==> src/rtl/cpu_pkg.sv <==
// Shared types and constants for the instruction issue path between host and vector Cpu.
package cpu_pkg;

    localparam logic [2:0] OP_INIT      = 3'b100;
    localparam logic [2:0] OP_NOP       = 3'b111;
    localparam logic [2:0] OP_MAX_LEGAL = 3'b100;

    localparam int unsigned LANES  = 16;
    localparam int unsigned LANE_W = 32;
    localparam int unsigned VEC_W  = 512;
    localparam int unsigned MEM_AW = 9;
    localparam int unsigned REG_AW = 2;

    typedef enum logic [1:0] {
        StIdle,
        StIssue,
        StGap
    } issue_state_e;

    typedef struct packed {
        logic [2:0]        opcode;
        logic [REG_AW-1:0] reg_addr;
        logic [MEM_AW-1:0] mem_address;
        logic [VEC_W-1:0]  init_value;
    } iq_entry_t;

    function automatic logic is_legal(input logic [2:0] op);
        return op <= OP_MAX_LEGAL;
    endfunction

endpackage

==> src/rtl/iq_fifo.sv <==
// Instruction storage ring with occupancy count; storage itself is deliberately left unreset.
module iq_fifo
    import cpu_pkg::*;
#(
    parameter int unsigned DEPTH = 4
) (
    input  logic                   clk,
    input  logic                   rst_n,
    input  logic                   flush,
    input  logic                   push,
    input  iq_entry_t              wdata,
    input  logic                   pop,
    output iq_entry_t              rdata,
    output logic [$clog2(DEPTH):0] count,
    output logic                   full,
    output logic                   empty
);

    localparam int unsigned PW = $clog2(DEPTH);
    localparam logic [PW:0]   CNT_ONE = 1;
    localparam logic [PW-1:0] PTR_ONE = 1;
    localparam logic [PW:0]   CNT_MAX = DEPTH[PW:0];

    iq_entry_t     mem [DEPTH];
    logic [PW-1:0] wr_ptr;
    logic [PW-1:0] rd_ptr;
    logic          do_push;
    logic          do_pop;

    assign full    = (count == CNT_MAX);
    assign empty   = (count == '0);
    assign do_push = push && !full;
    assign do_pop  = pop && !empty;
    assign rdata   = mem[rd_ptr];

    always_ff @(posedge clk or negedge rst_n) begin
        if (!rst_n) begin
            wr_ptr <= '0;
            rd_ptr <= '0;
            count  <= '0;
        end else if (flush) begin
            wr_ptr <= '0;
            rd_ptr <= '0;
            count  <= '0;
        end else begin
            if (do_push) wr_ptr <= wr_ptr + PTR_ONE;
            if (do_pop)  rd_ptr <= rd_ptr + PTR_ONE;
            if (do_push && !do_pop)      count <= count + CNT_ONE;
            else if (do_pop && !do_push) count <= count - CNT_ONE;
        end
    end

    always_ff @(posedge clk) begin
        if (do_push && !flush) mem[wr_ptr] <= wdata;
    end

endmodule

==> src/rtl/instr_issue_queue.sv <==
// Buffers host instructions and issues them to the Cpu one at a time, with an optional
// NOP gap after each issue; illegal opcodes are acknowledged and reported but never stored.
module instr_issue_queue
    import cpu_pkg::*;
#(
    parameter int unsigned DEPTH     = 4,
    parameter int unsigned ISSUE_GAP = 0
) (
    input  logic                   clk,
    input  logic                   rst_n,
    input  logic                   in_valid,
    output logic                   in_ready,
    input  logic [2:0]             in_opcode,
    input  logic [REG_AW-1:0]      in_reg_addr,
    input  logic [MEM_AW-1:0]      in_mem_address,
    input  logic [VEC_W-1:0]       in_init_value,
    input  logic                   flush,
    output logic [2:0]             instruction,
    output logic [REG_AW-1:0]      reg_addr,
    output logic [MEM_AW-1:0]      mem_address,
    output logic [VEC_W-1:0]       initialize_value,
    output logic                   issued,
    output logic                   illegal,
    output logic [$clog2(DEPTH):0] count
);

    localparam logic [3:0] GAP_LOAD = (ISSUE_GAP > 0) ? 4'(ISSUE_GAP - 1) : 4'd0;

    issue_state_e state;
    logic [3:0]   gap_cnt;
    iq_entry_t    wdata;
    iq_entry_t    head;
    logic         full;
    logic         empty;
    logic         accept;
    logic         push;
    logic         pop_slot;
    logic         pop;

    assign in_ready = !full;
    assign accept   = in_valid && in_ready && !flush;
    assign push     = accept && is_legal(in_opcode);

    always_comb begin
        wdata             = '0;
        wdata.opcode      = in_opcode;
        wdata.reg_addr    = in_reg_addr;
        wdata.mem_address = in_mem_address;
        wdata.init_value  = (in_opcode == OP_INIT) ? in_init_value : '0;
    end

    // A pop may happen from IDLE, straight out of ISSUE when there is no gap, or at gap end.
    always_comb begin
        pop_slot = 1'b0;
        unique case (state)
            StIdle:  pop_slot = 1'b1;
            StIssue: pop_slot = (ISSUE_GAP == 0);
            StGap:   pop_slot = (gap_cnt == 4'd0);
            default: pop_slot = 1'b0;
        endcase
    end

    assign pop = pop_slot && !empty && !flush;

    iq_fifo #(
        .DEPTH (DEPTH)
    ) u_fifo (
        .clk   (clk),
        .rst_n (rst_n),
        .flush (flush),
        .push  (push),
        .wdata (wdata),
        .pop   (pop),
        .rdata (head),
        .count (count),
        .full  (full),
        .empty (empty)
    );

    always_ff @(posedge clk or negedge rst_n) begin
        if (!rst_n) begin
            state            <= StIdle;
            gap_cnt          <= 4'd0;
            instruction      <= OP_NOP;
            reg_addr         <= '0;
            mem_address      <= '0;
            initialize_value <= '0;
            issued           <= 1'b0;
            illegal          <= 1'b0;
        end else if (flush) begin
            state            <= StIdle;
            gap_cnt          <= 4'd0;
            instruction      <= OP_NOP;
            reg_addr         <= '0;
            mem_address      <= '0;
            initialize_value <= '0;
            issued           <= 1'b0;
            illegal          <= 1'b0;
        end else begin
            illegal <= accept && !is_legal(in_opcode);
            if (pop) begin
                state            <= StIssue;
                instruction      <= head.opcode;
                reg_addr         <= head.reg_addr;
                mem_address      <= head.mem_address;
                initialize_value <= head.init_value;
                issued           <= 1'b1;
            end else begin
                instruction      <= OP_NOP;
                reg_addr         <= '0;
                mem_address      <= '0;
                initialize_value <= '0;
                issued           <= 1'b0;
                unique case (state)
                    StIssue: begin
                        if (ISSUE_GAP != 0) begin
                            state   <= StGap;
                            gap_cnt <= GAP_LOAD;
                        end else begin
                            state <= StIdle;
                        end
                    end
                    StGap: begin
                        if (gap_cnt != 4'd0) gap_cnt <= gap_cnt - 4'd1;
                        else                 state   <= StIdle;
                    end
                    default: state <= StIdle;
                endcase
            end
        end
    end

endmodule

==> config.mk <==
export PLATFORM = sky130hd
export DESIGN_NAME = instr_issue_queue
export DESIGN_NICKNAME = d
export VERILOG_FILES = /design/src/rtl/cpu_pkg.sv /design/src/rtl/iq_fifo.sv /design/src/rtl/instr_issue_queue.sv
export SDC_FILE = /design/constraint.sdc
export NUM_CORES = 2
export LEC_CHECK = 0
export ABC_AREA = 1
export CAP_MARGIN = 20
export CORE_ASPECT_RATIO = 0.5
export CORE_MARGIN = 8
export CORE_UTILIZATION = 52
export DETAILED_ROUTE_END_ITERATION = 16
export PLACE_DENSITY = 0.74
export REMOVE_ABC_BUFFERS = 1
export SETUP_SLACK_MARGIN = 0.2
export SLEW_MARGIN = 20
export SYNTH_ARGS = -nofsm -noshare
export SYNTH_HDL_FRONTEND = slang
export SYNTH_SLANG_ARGS = --single-unit
==> constraint.sdc <==
create_clock -name clk -period 31.4 [get_ports clk]
set_input_delay 7.85 -clock clk [delete_from_list [all_inputs] [get_ports clk]]
set_output_delay 7.85 -clock clk [all_outputs]
set_load 0.02 [all_outputs]
==> metrics.cfg <==
[floorplan]
rows = 113
coreArea_um2 = 189300
die_h_um = 324.1
die_w_um = 632.3
dieArea_um2 = 205000
initial_core_util_pct = 52.16
io_pins = 1062

[setup_path]
crit_slowest_cell = buf_4
timing.rr.end = initialize_value[138]
crit_path_max_fanout = 59
critical_path_arrival_ps = 12420
cp-start-kind = input pin
path_common_cell = buf_4
reg2reg_depth = 9
cp.required_ps = 31870
reg2reg_slack_ps = 24970
slowest_delay_ps = 790
crit_type = in2reg
crit_chain = clkdlybuf4s50_1 > o21ai_1 > nand3_2 > nor2_4 > buf_4 > buf_4 > buf_4 > buf_4
reg2reg_from = u_fifo.rd_ptr[0]
end_kind = flop

[synth]
yosysWarnings = 0
syn_avg_cell_area_um2 = 12.54
yosys.area.top_type = edfxtp_1
yosysSeqAreaShare_pct = 77.54
synth-seq-cells = 2639
syn_area_um2 = 98750
yosys-top-cells-area = edfxtp_1 64%, dfrtp_1 13%, nor2_1 10%, o21ai_0 4.2%, a21oi_1 2.7%
synth_cells = 7875
synth_top_area_share_pct = 63.98
synth.distinct_cells = 25

[timing]
min_period_ps = 11950
skew_ps = 45.82
finalHoldViolCount = 0
fmax_ghz = 0.08366
maxSlewHeadroom_pct = 17.04
fin_ws_ps = 19450
setup_tns_ps = 0
finalSetupViolCount = 0
fin_crit_sh_pct = 38.07
rsz0062_at_grt = no
holdWs_ps = 485.1
drv_slew = 0
tightest_slew_ps = 1244

[placed_design]
preCtsSetupSlack_ps = 18580
port_buffers = 1061
placed_cell_area_um2 = 111200
gp_congestion = 0.8309
place_inst = 11090
hpwl_mm = 167.5

[drt]
wl_mm = 276.2
routedWlPerCell_um = 23.99
avgViaCountPerCell = 5.441
drtAntennaViolNets = 0
drc_errors = 0
drtIter0Drc = 6281
vias = 62660
firstDrtPassIters = 8

[final_layout]
nFillCells = 13700
drive_gt1_share_pct = 4.907
area_delta_synth_final_pct = 20.18
fin_util_pct = 62.69
instances_no_fill = 11520
fin_nets = 9316
stdcell_area_um2 = 118700

[global_routing]
grt_first_pass_wirelength_mm = 395.1
grt_usage_pct = 25.84
grt_pass1_vias = 61880
grt_start_max_net_pins = 268
grt.overflow.total = 0
antenna_found_initial = 20

[clocking]
clkTransAtPathRegs_ps = 70
clock_latency_ps = 860
cts.path.max_buffers = 4
cts.sinks = 2639
cts_tree = built
cts.root.buffer_cell = clkbuf_16
cts_hold_buf = 0
post_cts_resize_count = 0
cts_setup_buffers = 0
cts_made_buffers = 221
cts_max_level = 4

[power]
leakage_nw = 44.12
p_per_area_nw_per_um2 = 83.91
power.total_mw = 9.959
max-vdd-ir-drop_v = 0.00006123

[hold_path]
holdCritStartpoint = u_fifo.mem[3][145]
whs_endpoint = initialize_value[145]
min_delay_path_depth = 2
hold_class = reg2reg

[job]
maxCapViolCount = 0

[status]
outcome = completed

==> cells by family (layout without fill, tap and decap cells) <==
| group | count (synthesis) | count (layout) | synth area share, % |
|---|---|---|---|
| XOR/XNOR | 1 | 1 | 0.008871 |
| other | 0 | 18 | 0 |
| AND/OR/NAND/NOR | 2652 | 2652 | 10.09 |
| adder cells (fa/ha/maj) | 5 | 5 | 0.07096 |
| buffers and inverters | 993 | 2085 | 4.238 |
| AO/OA/AOI/OAI | 1585 | 1585 | 8.047 |
| flip-flops | 2639 | 2639 | 77.54 |
==> registers in the layout (all words and copies together), names as in the netlist <==
name and count:
issued 1, u_fifo.count 3, u_fifo.mem 2104, illegal 1, mem_address 9, u_fifo.rd_ptr 2
u_fifo.wr_ptr 2, instruction 3, reg_addr 2, initialize_value 512
==> per-layer routing <==
layer	track usage, %	share of wire, %	wire length (um)
met2	43.63	50	139000
met5	0	0.0054	15
met4	22.64	9.9	27410
met3	3.365	5.1	14190
met1	29.29	35	95580
==> layout make-up <==
type	count	area, um2	area share, %
antenna	18	45.04	0.03795
clock buffer	294	6141	5.174
clock inverter	115	1254	1.056
inverter	529	2009	1.693
multi-input combinational	4243	18040	15.20
sequential	2639	76580	64.53
tap	2530	3166	2.667
timing repair buffer	1147	11440	9.640
==> how the worst max path moves through the flow <==
stage / depth (start not counted) / slack [ps] / startpoint / end
3_3_place_gp: 10 / 18630 / flush / u_fifo.mem[1][8]
2_1_floorplan: 3 / -9130 / u_fifo.rd_ptr[0] / initialize_value[507]
5_1_grt: 10 / 19230 / flush / u_fifo.mem[1][116]
4_1_cts: 8 / 19470 / in_opcode[1] / u_fifo.mem[1][116]
6_report: 8 / 19450 / in_opcode[1] / u_fifo.mem[1][286]
3_5_place_dp: 8 / 18580 / in_opcode[1] / u_fifo.mem[1][449]
==> worst max-delay path: cells and delay by family <==
kind / cells / cell delay, ps
buffers and inverters: 5 / 3450
and+or+nand+nor: 2 / 500
AOI/OAI and AO/OA: 1 / 350
==> where the power goes <==
group | switching (mW) | internal, mW
sequential | 0.288 | 4.13
combinational | 1.77 | 0.947
clock | 1.23 | 1.59
==> synth_stat cells <==
| library cell | number |
|---|---|
| buf_1 | 18 |
| nand3_1 | 4 |
| o21bai_1 | 1 |
| inv_2 | 3 |
| buf_4 | 36 |
| o311ai_0 | 3 |
| nor2_1 | 2626 |
| buf_2 | 200 |
| fa_1 | 1 |
| buf_6 | 6 |
| o21ai_0 | 823 |
| inv_4 | 1 |
| inv_1 | 525 |
| clkbuf_2 | 20 |
| dfrtp_1 | 532 |
| nand2_2 | 1 |
| nand2_1 | 20 |
| edfxtp_1 | 2104 |
| clkbuf_1 | 184 |
| xnor2_1 | 1 |
| a21oi_1 | 527 |
| nand3_2 | 1 |
| o21ai_1 | 231 |
| dfstp_2 | 3 |
| ha_1 | 4 |
==> layout by cell type (no fill, tap or decap), types with 3 or more instances in the layout <==
cell type        Yosys  final
clkinvlp_4           0      8
inv_1              525    525
nor2_4               0      4
diode_2              0     18
clkbuf_8             0     23
bufinv_16            0     26
buf_12               0     12
clkbuf_1           184     45
o21ai_1            231    231
o21ai_0            823    823
edfxtp_1          2104   2104
clkdlybuf4s50_1      0   1060
ha_1                 4      4
clkbuf_16            0    226
inv_6                0      4
clkinv_2             0     45
dfrtp_1            532    530
dfstp_2              3      3
nand3_1              4      4
o311ai_0             3      3
clkinv_1             0     27
clkinv_4             0      4
buf_4               36     73
a21oi_1            527    527
nand2_1             20     19
nor2_1            2626   2622
(Power assumes the default switching activity.)
